<file path="config.mk">
export PLATFORM = sky130hd
export DESIGN_NAME = stdp_update_scheduler
export DESIGN_NICKNAME = d
export VERILOG_FILES = /design/src/rtl/stdp_pkg.sv /design/src/rtl/stdp_wb_pipe.sv /design/src/rtl/stdp_update_scheduler.sv
export SDC_FILE = /design/constraint.sdc
export NUM_CORES = 1
export LEC_CHECK = 0
export ABC_AREA = 0
export BUFFER_PORTS_ARGS = -buffer_cell sky130_fd_sc_hd__buf_2
export CORE_MARGIN = 1
export CORE_UTILIZATION = 58
export DETAILED_ROUTE_END_ITERATION = 10
export PLACE_DENSITY_LB_ADDON = 0.2
export SETUP_SLACK_MARGIN = 0.05
export SKIP_LAST_GASP = 1
export SLEW_MARGIN = 20
export SYNTH_ARGS = -nofsm -noshare
export SYNTH_HDL_FRONTEND = slang
export SYNTH_SLANG_ARGS = --single-unit
</file>
<file path="constraint.sdc">
create_clock -name i_clk -period 4.2 [get_ports i_clk]
set_input_delay 0.21 -clock i_clk [delete_from_list [all_inputs] [get_ports i_clk]]
set_output_delay 0.21 -clock i_clk [all_outputs]
set_load 0.01 [all_outputs]
</file>
<file path="src/rtl/stdp_pkg.sv">
// Shared types and default sizes for the STDP epoch scheduler and its write-back pipe.
package stdp_pkg;

   typedef enum logic [2:0] {
      IDLE,
      SAMPLE,
      SWEEP,
      DRAIN,
      DONE
   } sched_state_t;

   localparam int NUM_SYN_DEF  = 16;
   localparam int ADDR_W_DEF   = 4;
   localparam int WINDOW_DEF   = 16;
   localparam int PIPE_LAT_DEF = 2;

   // Terminal value of a 5-bit phase counter that runs 0..n-1.
   function automatic logic [4:0] lastCount(input int n);
      return 5'(n - 1);
   endfunction

endpackage

</file>
<file path="src/rtl/stdp_wb_pipe.sv">
// PIPE_LAT-deep {valid, addr} delay line; the whole line freezes while i_enable is low.
module stdp_wb_pipe #(
   parameter int ADDR_W   = 4,
   parameter int PIPE_LAT = 2
) (
   input  logic              i_clk,
   input  logic              i_rst,
   input  logic              i_enable,
   input  logic              i_valid,
   input  logic [ADDR_W-1:0] i_addr,
   output logic              o_valid,
   output logic [ADDR_W-1:0] o_addr
);

   logic              r_valid [PIPE_LAT];
   logic [ADDR_W-1:0] r_addr  [PIPE_LAT];

   always_ff @(posedge i_clk) begin
      if (!i_rst) begin
         for (int i = 0; i < PIPE_LAT; i++) begin
            r_valid[i] <= 1'b0;
            r_addr[i]  <= '0;
         end
      end else if (i_enable) begin
         r_valid[0] <= i_valid;
         r_addr[0]  <= i_addr;
         for (int i = 1; i < PIPE_LAT; i++) begin
            r_valid[i] <= r_valid[i-1];
            r_addr[i]  <= r_addr[i-1];
         end
      end
   end

   assign o_valid = r_valid[PIPE_LAT-1];
   assign o_addr  = r_addr[PIPE_LAT-1];

endmodule

</file>
<file path="src/rtl/stdp_update_scheduler.sv">
// Sequences one STDP epoch: spike sampling window, then a read-modify-write sweep of all
// weights whose write-back is gated by the reward level captured at the end of sampling.
module stdp_update_scheduler
   import stdp_pkg::*;
#(
   parameter int NUM_SYN      = NUM_SYN_DEF,
   parameter int ADDR_W       = ADDR_W_DEF,
   parameter int WINDOW       = WINDOW_DEF,
   parameter int PIPE_LAT     = PIPE_LAT_DEF,
   parameter bit AUTO_RESTART = 1'b0
) (
   input  logic              i_clk,
   input  logic              i_rst,
   input  logic              i_enable,
   input  logic              i_start,
   input  logic              i_reward_flag,
   output logic              o_sample_en,
   output logic [4:0]        o_sample_idx,
   output logic              o_re,
   output logic [ADDR_W-1:0] o_read_addr,
   output logic              o_we,
   output logic [ADDR_W-1:0] o_write_addr,
   output logic              o_busy,
   output logic              o_done,
   output logic [ADDR_W:0]   o_writes_cnt
);

   sched_state_t      r_state;
   sched_state_t      w_nextState;
   logic [4:0]        r_cnt;
   logic [4:0]        w_nextCnt;
   logic              r_rewardQ;
   logic [ADDR_W:0]   r_writeAcc;
   logic [ADDR_W:0]   r_writesCnt;
   logic              w_pipeValid;
   logic              w_epochStart;
   logic              w_samplePoint;

   always_comb begin
      w_nextState  = r_state;
      w_nextCnt    = r_cnt;
      o_sample_en  = 1'b0;
      o_sample_idx = '0;
      o_re         = 1'b0;
      o_read_addr  = '0;
      o_done       = 1'b0;
      case (r_state)
         IDLE: begin
            if (i_start && i_enable) begin
               w_nextState = SAMPLE;
               w_nextCnt   = '0;
            end
         end
         SAMPLE: begin
            o_sample_en  = i_enable;
            o_sample_idx = r_cnt;
            if (i_enable) begin
               if (r_cnt == lastCount(WINDOW)) begin
                  w_nextState = SWEEP;
                  w_nextCnt   = '0;
               end else begin
                  w_nextCnt = r_cnt + 5'd1;
               end
            end
         end
         SWEEP: begin
            o_re        = i_enable;
            o_read_addr = r_cnt[ADDR_W-1:0];
            if (i_enable) begin
               if (r_cnt == lastCount(NUM_SYN)) begin
                  w_nextState = DRAIN;
                  w_nextCnt   = '0;
               end else begin
                  w_nextCnt = r_cnt + 5'd1;
               end
            end
         end
         DRAIN: begin
            // Wait out the pipeline so the last read's write has issued before DONE.
            if (i_enable) begin
               if (r_cnt == lastCount(PIPE_LAT)) begin
                  w_nextState = DONE;
                  w_nextCnt   = '0;
               end else begin
                  w_nextCnt = r_cnt + 5'd1;
               end
            end
         end
         DONE: begin
            o_done = i_enable;
            if (i_enable) begin
               w_nextState = AUTO_RESTART ? SAMPLE : IDLE;
               w_nextCnt   = '0;
            end
         end
         default: begin
            w_nextState = IDLE;
            w_nextCnt   = '0;
         end
      endcase
   end

   assign w_epochStart  = (w_nextState == SAMPLE) && (r_state != SAMPLE);
   assign w_samplePoint = (r_state == SAMPLE) && i_enable && (r_cnt == lastCount(WINDOW));

   always_ff @(posedge i_clk) begin
      if (!i_rst) begin
         r_state     <= IDLE;
         r_cnt       <= '0;
         r_rewardQ   <= 1'b0;
         r_writeAcc  <= '0;
         r_writesCnt <= '0;
      end else begin
         r_state <= w_nextState;
         r_cnt   <= w_nextCnt;
         if (w_samplePoint) begin
            r_rewardQ <= i_reward_flag;
         end
         if (w_epochStart) begin
            r_writeAcc <= '0;
         end else if (o_we) begin
            r_writeAcc <= r_writeAcc + 1'b1;
         end
         if ((r_state == DONE) && i_enable) begin
            r_writesCnt <= r_writeAcc;
         end
      end
   end

   stdp_wb_pipe #(
      .ADDR_W   (ADDR_W),
      .PIPE_LAT (PIPE_LAT)
   ) u_wbPipe (
      .i_clk    (i_clk),
      .i_rst    (i_rst),
      .i_enable (i_enable),
      .i_valid  (o_re),
      .i_addr   (o_read_addr),
      .o_valid  (w_pipeValid),
      .o_addr   (o_write_addr)
   );

   assign o_we         = w_pipeValid && r_rewardQ && i_enable;
   assign o_busy       = (r_state != IDLE);
   assign o_writes_cnt = r_writesCnt;

endmodule

</file>
**Word-level counts from Yosys, hierarchy flattened**

Memories as Yosys holds them, arrays and structs flattened.
Cells that the tools add are included.

- Bits in registers: 19
- Memory bits (writable): 10
- Logic and storage cells: 67
- Memories kept: 2

Memories:

| memory | words | bits a word | rd ports | clocked after Yosys merged registers in | wr ports | RTL line | text |
|---|---|---|---|---|---|---|---|
| u_wbPipe.r_addr | 2 | 4 | 2 | 0 | 2 | stdp_wb_pipe.sv:16 | `logic [ADDR_W-1:0] r_addr [PIPE_LAT];` |
| u_wbPipe.r_valid | 2 | 1 | 2 | 0 | 2 | stdp_wb_pipe.sv:15 | `logic r_valid [PIPE_LAT];` |

- Add/sub/neg operators: 2
- Equality and inequality tests: 12
- Mux-type cells: 29
- Bitwise gates (word level): 5
- Reduce and logical (&&, ||, !) cells: 12

Operators with widths:

| operator | count |
|---|---|
| $mux W5 | 7 |
| $mux W3 | 8 |
| $pmux W5 S4 | 1 |
| $pmux W3 S5 | 1 |
| $mux W4 | 3 |
| $add A5 B1 Y5 const B | 2 |
| $mux W1 | 9 |
| $logic_and A1 B1 Y1 | 7 |
| $eq A3 B1 Y1 const B | 2 |
| $eq A3 B2 Y1 const B | 2 |
| $ne A2 B2 Y1 const B | 3 |
| $eq A5 B1 Y1 const B | 1 |
| $eq A5 B4 Y1 const B | 1 |
| $or A1 B1 Y1 | 4 |
| $reduce_and A4 Y1 | 1 |
| $reduce_or A2 Y1 | 2 |
| $eq A3 B3 Y1 const B | 1 |
| $logic_not A3 Y1 | 1 |
| $ne A3 B1 Y1 const B | 1 |
| $reduce_bool A3 Y1 | 1 |
| $ne A2 B1 Y1 const B | 1 |
| $not A1 Y1 | 1 |

**Depth between registers and ports, before layout**

Gate-level depths: netlist (run 1).

- Depth in word-level cells: 7
- Depth in mapped cells: 8

**Hierarchy**

Synthesis (run 1) repeated with hierarchy kept, for this count alone.

- Cells, all modules: 155
- Area, all modules: 1526.5 µm²

Modules (own cells, without submodules):

| module | instances | cells each | area an instance (µm²) | seq. area each (µm²) |
|---|---|---|---|---|
| stdp_update_scheduler | 1 | 128 | 1111.1 | 380.4 |
| stdp_wb_pipe | 1 | 27 | 415.4 | 300.3 |

**Least setup slack after synthesis (run 1)**

No wires, ideal clock.

- Path kind: reg-to-reg
- Start point: register r_cnt[0]
- End point: register r_cnt[2]
- Setup time: 0.076 ns
- Arrival: 1.771 ns
- Data required time: 4.124 ns
- Slack: 2.353 ns
- Cell stages (with the launch flop): 9
- Path buffers: 0
- Period minus slack after synthesis: 1.847 ns
- Path through: dfxtp_1 > ha_1 > nand3_1 > inv_1 > ha_1 > or4b_1 > o211ai_2 > nand4b_1 > a31oi_1

- Word-level cells in the longest chain between the ends: 4

Ends and longest elaborated chain:

| item | RTL line | text |
|---|---|---|
| start, declared | stdp_update_scheduler.sv:30 | `logic [4:0] r_cnt;` |
| start signal, assigned | stdp_update_scheduler.sv:115 | `r_cnt <= w_nextCnt;` |
| $add A5 B1 Y5, or another cell as far along | stdp_update_scheduler.sv:62, stdp_update_scheduler.sv:74, stdp_update_scheduler.sv:85 |  |
| $mux W5, on equally long branches | stdp_update_scheduler.sv:81, stdp_update_scheduler.sv:58, stdp_update_scheduler.sv:70 |  |
| $mux W5, on equally long branches | stdp_update_scheduler.sv:80, stdp_update_scheduler.sv:69 |  |
| $pmux W5 S4 (*) | stdp_update_scheduler.sv:47 | `case (r_state)` |

Every way passes the cells marked *; elsewhere a longest branch is shown, timed or not. The select of a mux whose other input is x is not followed.
A chain may end at the register's enable or synchronous reset.

**Worst setup path after layout (run 1)**

- Start point: register r_cnt[0]
- End point: register r_cnt[3]

Same word-level chain as after synthesis.

==> results.sh, run 1 <==
export IMPL_status="finished, final reports clean"
export IMPL_wl_per_cell_um=14.1
export IMPL_min_period_over_period_pct=49.6
export IMPL_crit_required_ps=4450
export IMPL_layout_commonest_cell="buf_2"
export IMPL_timing_hold_worst_class="input pin to flop"
export IMPL_num_rows=17
export IMPL_maxCapViolations=0
export IMPL_placed_cells=195
export IMPL_share_of_layout_cells_above_drive_strength_1_pct=21.1
export IMPL_postSynthCellCount=152
export IMPL_die_area_mm2=0.00275
export IMPL_fin_hold_ws_ps=122
export IMPL_finish_net_count=184
export IMPL_dr_pass1_iters=5
export IMPL_antenna_found_initial=0
export IMPL_routed_wirelength_mm=2.86
export IMPL_timing_hold_worst_path_depth=3
export IMPL_area_growth_synth_to_final_pct=10.7
export IMPL_ctsHtreeMaxLevel=2
export IMPL_clk_pin_slew_ps=90
export IMPL_grt_first_pass_wirelength_mm=4.62
export IMPL_tightestPinTransition_ps=582
export IMPL_cts_hold_buffers_added=0
export IMPL_synth_seq_area_share_pct=46.2
export IMPL_yosysWarnings=0
export IMPL_regToRegEndpoint="r_cnt[3]"
export IMPL_grt_ovfl_total=0
export IMPL_post_cts_resize_count=0
export IMPL_drtAntennaViolNets=0
export IMPL_fmax_mhz=480
export IMPL_die_height_um=52.4
export IMPL_yosys_register_bits=29
export IMPL_finalSetupViolations=0
export IMPL_cts_root_buf="clkbuf_4"
export IMPL_die_w_um=52.4
export IMPL_startpoint_of_the_worst_slack_reg_to_reg_timing_path="r_cnt[0]"
export IMPL_synth_lib_cells_used_distinct=35
export IMPL_ir_worst_vdd_mv=0.254
export IMPL_critPathMaxFanout=8
export IMPL_crit_start="r_cnt[0]"
export IMPL_layout_min_cycle_time_ps=2080
export IMPL_timing_critical_path_from_type="flop"
export IMPL_core_area_mm2=0.00230
export IMPL_worstSetupEndpointType="flop"
export IMPL_num_fill_cells=184
export IMPL_io_pins=28
export IMPL_rsz0062_at_grt="no"
export IMPL_number_of_failing_hold_endpoints_at_the_final_stage=0
export IMPL_max_slew_margin_pct=61.1
export IMPL_mostFrequentLayoutCells="27 x buf_2, 19 x dfxtp_1, 16 x and2_1"
export IMPL_post_synth_instance_area_mm2=0.00147
export IMPL_worstPathArrival_ps=2330
export IMPL_routabilityCongestion=0.804
export IMPL_detail_route_drc_violations=0
export IMPL_initial_core_util_pct=64.2
export IMPL_total_grt_usage_pct=24.2
export IMPL_final_max_slew_viol_count=0
export IMPL_clock_insertion_delay_worst_skew_ps=320
export IMPL_port_buffers=27
export IMPL_setup_tns_ps=0
export IMPL_final_cells=203
export IMPL_pwr_density_cell_mw_per_mm2=301
export IMPL_p_leak_uw=0.000720
export IMPL_syn_nets=162
export IMPL_reg2reg_depth=8
export IMPL_criticalPathCategory="flop to flop"
export IMPL_maximum_number_of_pins_on_one_net_before_global_route_repair=23
export IMPL_grt_pass1_vias=1074
export IMPL_r2r_slack_ps=2120
export IMPL_cts_num_sinks=29
export IMPL_postCtsSetupBuffers=0
export IMPL_hold_path_startpoint="i_reward_flag"
export IMPL_clockBufferDepth=2
export IMPL_synth_area_per_inst_um2=9.70
export IMPL_antenna_cells_inserted=0
export IMPL_whs_endpoint="r_rewardQ"
export IMPL_dr_total_vias=1175
export IMPL_skew_ps=7.26
export IMPL_post_dp_hpwl_mm=1.92
export IMPL_tritoncts="built"
export IMPL_tritoncts_num_buffers=5
export IMPL_avgViaCountPerCell=5.79
export IMPL_drt_iter0_drc=42
==> synth_stat cells, drive strengths merged <==
library cell / n / area share (%)
nand2: 9 / 2.3
clkbuf: 5 / 1.3
nand3: 6 / 2.0
inv: 4 / 1.0
o21ai: 2 / 0.68
mux2i: 7 / 4.8
dfxtp: 19 / 26
xnor2: 1 / 0.59
buf: 7 / 3.1
nand4: 3 / 1.3
and3: 8 / 3.4
xor2: 3 / 1.8
nor2: 15 / 3.8
a21oi: 5 / 1.7
o32ai: 2 / 1.2
nand3b: 5 / 2.5
o211ai: 1 / 0.85
or4b: 2 / 1.4
o31a: 1 / 0.59
nor3b: 4 / 2.4
edfxtp: 10 / 20
nor4b: 1 / 1.0
nand4b: 1 / 0.59
nand2b: 2 / 0.85
clkinv: 1 / 0.25
or3: 1 / 0.42
a22o: 1 / 0.59
o22ai: 1 / 0.42
a31oi: 2 / 0.85
ha: 5 / 4.2
a22oi: 1 / 0.51
and2: 16 / 6.8
o32a: 1 / 0.68
==> critical path: stages (launching register included) <==
cell      delay (ps)
dfxtp_1          380
ha_1             250
nand3_1          120
inv_1             50
ha_1             220
or4b_1           490
o211ai_2         150
nand3_1          150
a31oi_1          180
==> routing by layer <==
layer  global-route usage, %  vias up  wire (um)
met1                    26.8      545       1290
met3                    8.99       10        195
met5                       0        -          0
li1                        -      576          -
met4                    17.1        0         90
met2                    37.8       44       1290
==> power by group <==
part           internal (uW)  switching, uW
combinational           11.9           20.6
clock                   63.6           95.0
sequential               296           4.57
==> area by class of cell <==
type / instances / area (um^2) / area share (%)
inverter: 5 / 18.8 / 1.15
sequential: 29 / 681 / 41.7
clock buffer: 6 / 41.3 / 2.53
clock inverter: 2 / 10.0 / 0.613
tap: 28 / 35.0 / 2.15
multi-input combinational: 106 / 711 / 43.6
timing repair buffer: 27 / 135 / 8.28
==> flip-flops by register name (all words and copies together), names as in the netlist <==
register / flops
u_wbPipe.r_valid: 2
r_state: 3
r_writeAcc: 5
r_cnt: 5
o_writes_cnt: 5
r_rewardQ: 1
u_wbPipe.r_addr: 8
==> stage by stage <==
stage / util, % / area [um^2] / setup WS [ps] / power, uW
6_report: 71.0 / 1630 / 2120 / 491
5_1_grt: 71.0 / 1630 / 1970 / 512
4_1_cts: 71.0 / 1630 / 2150 / 496
3_5_place_dp: 68.8 / 1580 / 2170 / 339
3_3_place_gp: 68.8 / 1580 / 2280 / 338
2_1_floorplan: - / 1470 / 2350 / 331
==> kinds of logic (layout without fill, tap and decap cells) <==
| kind of cell | count (synthesis) | in the layout | synth area share [%] |
|---|---|---|---|
| simple gates | 73 | 73 | 28.8 |
| flops | 29 | 29 | 46.2 |
| compound gates | 17 | 17 | 8.06 |
| buf+inv | 17 | 40 | 5.60 |
| mux | 7 | 7 | 4.75 |
| fa+ha+maj | 5 | 5 | 4.24 |
| xor+xnor | 4 | 4 | 2.38 |
==> worst max-delay path by stage <==
stage / depth (start not counted) / endpoint / slack [ps]
final: 8 / r_cnt[3] / 2120
after CTS: 8 / r_cnt[3] / 2150
after floorplan: 8 / r_cnt[2] / 2350
after global routing: 8 / r_cnt[2] / 1970
after global placement: 8 / r_cnt[2] / 2280
after detailed placement: 8 / r_cnt[2] / 2170
No activity file was read; power rests on OpenSTA's default activity.
==> inputs of run 2 (changes only) <==
--- a/config.mk
+++ b/config.mk
@@ -8,7 +8,7 @@
 export ABC_AREA = 0
 export BUFFER_PORTS_ARGS = -buffer_cell sky130_fd_sc_hd__buf_2
 export CORE_MARGIN = 1
-export CORE_UTILIZATION = 58
+export CORE_UTILIZATION = 49
 export DETAILED_ROUTE_END_ITERATION = 10
 export PLACE_DENSITY_LB_ADDON = 0.2
 export SETUP_SLACK_MARGIN = 0.05
==> constraint.sdc (replaced) <==
create_clock -name i_clk -period 1.7 [get_ports i_clk]
set_input_delay 0.085 -clock i_clk [delete_from_list [all_inputs] [get_ports i_clk]]
set_output_delay 0.085 -clock i_clk [all_outputs]
set_load 0.01 [all_outputs]
==> run 2 against run 1 <==
Compared with the run above: critical path type unchanged; largest power group unchanged; power rose to 2.6 times the previous value; worst setup slack got worse by 2200 ps; clock power rose to 2.6 times the previous value; die area rose by 18%; core utilization fell by 4.6 points; highest routed layer unchanged; register-to-register slack got worse by 2200 ps; non-clock buffer count rose by 19; first-iteration DRC count rose by 4.8%; design area rose by 14%; the run now ends with DRC, setup timing left; sequential power rose by 150%.
==> results.sh, run 2 (synthesis gave the netlist of run 1 again) <==
export IMPL_status="finished, violations left"
export IMPL_violations="DRC, setup timing"
export IMPL_die_height_um=56.8
export IMPL_crit_required_ps=1940
export IMPL_dr_pass1_iters=7
export IMPL_grt_first_pass_wirelength_mm=5.16
export IMPL_criticalPathCategory="flop to flop"
export IMPL_port_buffers=27
export IMPL_crit_start="r_cnt[0]"
export IMPL_avgViaCountPerCell=5.52
export IMPL_maximum_number_of_pins_on_one_net_before_global_route_repair=23
export IMPL_finalCoreUtilization_pct=66.4
export IMPL_critPathMaxFanout=6
export IMPL_layout_commonest_cell="buf_2"
export IMPL_finalSetupViolations=4
export IMPL_share_of_layout_cells_above_drive_strength_1_pct=34.0
export IMPL_grt_ovfl_total=0
export IMPL_maxCapViolations=0
export IMPL_drtAntennaViolNets=0
export IMPL_tritoncts_num_buffers=5
export IMPL_initial_core_util_pct=52.5
export IMPL_worstPathArrival_ps=2040
export IMPL_detailed_place_area_mm2=0.00170
export IMPL_total_grt_usage_pct=21.3
export IMPL_antenna_found_initial=0
export IMPL_rsz0062_at_grt="yes"
export IMPL_clk_pin_slew_ps=80
export IMPL_finish_instance_area_mm2=0.00186
export IMPL_p_leak_uw=0.000816
export IMPL_setup_tns_ps=-278
export IMPL_io_pins=28
export IMPL_pwr_density_cell_mw_per_mm2=674
export IMPL_seq_cell_area_um2=691
export IMPL_core_area_mm2=0.00281
export IMPL_post_dp_hpwl_mm=2.16
export IMPL_num_rows=19
export IMPL_setup_slack_ps=-102
export IMPL_detail_route_drc_violations=6
export IMPL_mostFrequentLayoutCells="27 x buf_2, 18 x buf_4, 16 x and2_1"
export IMPL_timing_hold_worst_class="input pin to flop"
export IMPL_ctsHtreeMaxLevel=2
export IMPL_min_period_over_period_pct=106
export IMPL_startpoint_of_the_worst_slack_reg_to_reg_timing_path="r_cnt[0]"
export IMPL_timing_critical_path_from_type="flop"
export IMPL_area_growth_synth_to_final_pct=26.4
export IMPL_number_of_failing_hold_endpoints_at_the_final_stage=0
export IMPL_cts_num_sinks=29
export IMPL_total_power_uw=1250
export IMPL_grt_pass1_vias=1132
export IMPL_wl_per_cell_um=13.8
export IMPL_routed_wirelength_mm=3.10
export IMPL_clock_insertion_delay_worst_skew_ps=320
export IMPL_antenna_cells_inserted=0
export IMPL_top_register="u_wbPipe.r_addr"
export IMPL_routabilityCongestion=0.776
export IMPL_hold_path_startpoint="i_rst"
export IMPL_drt_iter0_drc=44
export IMPL_fmax_mhz=555
export IMPL_num_fill_cells=244
export IMPL_worstSetupEndpointType="flop"
export IMPL_die_w_um=56.8
export IMPL_ir_worst_vdd_mv=0.454
export IMPL_dr_total_vias=1242
export IMPL_skew_ps=8.01
export IMPL_clockBufferDepth=2
export IMPL_die_area_mm2=0.00323
export IMPL_largest_register_ffs=8
export IMPL_layout_min_cycle_time_ps=1800
export IMPL_tightestPinTransition_ps=530
export IMPL_cts_root_buf="clkbuf_4"
export IMPL_tritoncts="built"
export IMPL_finish_net_count=203
export IMPL_max_slew_margin_pct=64.6
export IMPL_final_max_slew_viol_count=0
export IMPL_area_occupied_by_multi_input_gates_um2=776
==> run 2: final timing paths <==
path                     end  slack (ps)  depth (start not counted)
setup / recovery    r_cnt[2]        -100                          8
hold / removal    r_state[1]         150                          3
setup reg to reg    r_cnt[2]        -100                          8
hold reg to reg    r_rewardQ         490                          2
==> run 2: routing by layer <==
layer	vias up	GRT usage [%]	routed length, um	part of all wire [%]
met1	583	26.3	1380	45
met5	-	0	0	0
met3	4	7.14	194	6.3
met2	38	34.9	1480	48
li1	617	-	-	-
met4	0	6.97	38	1.2
==> run 2: cell type report <==
class	instances	share of cell area (%)
Multi-Input combinational cell	106	41.6
Tap cell	31	2.08
Sequential cell	29	37.1
Inverter	5	1.01
Clock buffer	8	3.16
Timing Repair Buffer	46	15.0
==> run 2: power by group <==
part	total [uW]	switching (uW)	internal (uW)
clock network	417	213	204
logic	99.6	57.3	42.3
registers	738	9.77	729
==> run 2: timing repair <==
item,in CTS,in global routing
pin swaps,7,5
endpoints found under the hold margin,1,0
cloned,0,0
gates resized for setup,6,8
setup buffers,2,3
hold buffers,1,0
endpoints found under the setup margin,16,16
==> run 2: critical path, cell delays in order, from the launching register on <==
cell and delay (ps):
dfxtp_2 340, ha_4 170, nand3_4 80, inv_2 40
ha_4 160, or4b_4 490, o211ai_4 140, nand4b_1 120
a31oi_1 170
==> run 2: per-stage QoR <==
stage          hold slack (ps)  cells  setup slack (ps)
2_1_floorplan              229    152             -57.1
3_3_place_gp               321    211             -42.8
3_5_place_dp               329    211              -125
4_1_cts                    135    222              -106
5_1_grt                    145    225              -189
6_report                   146    225              -102
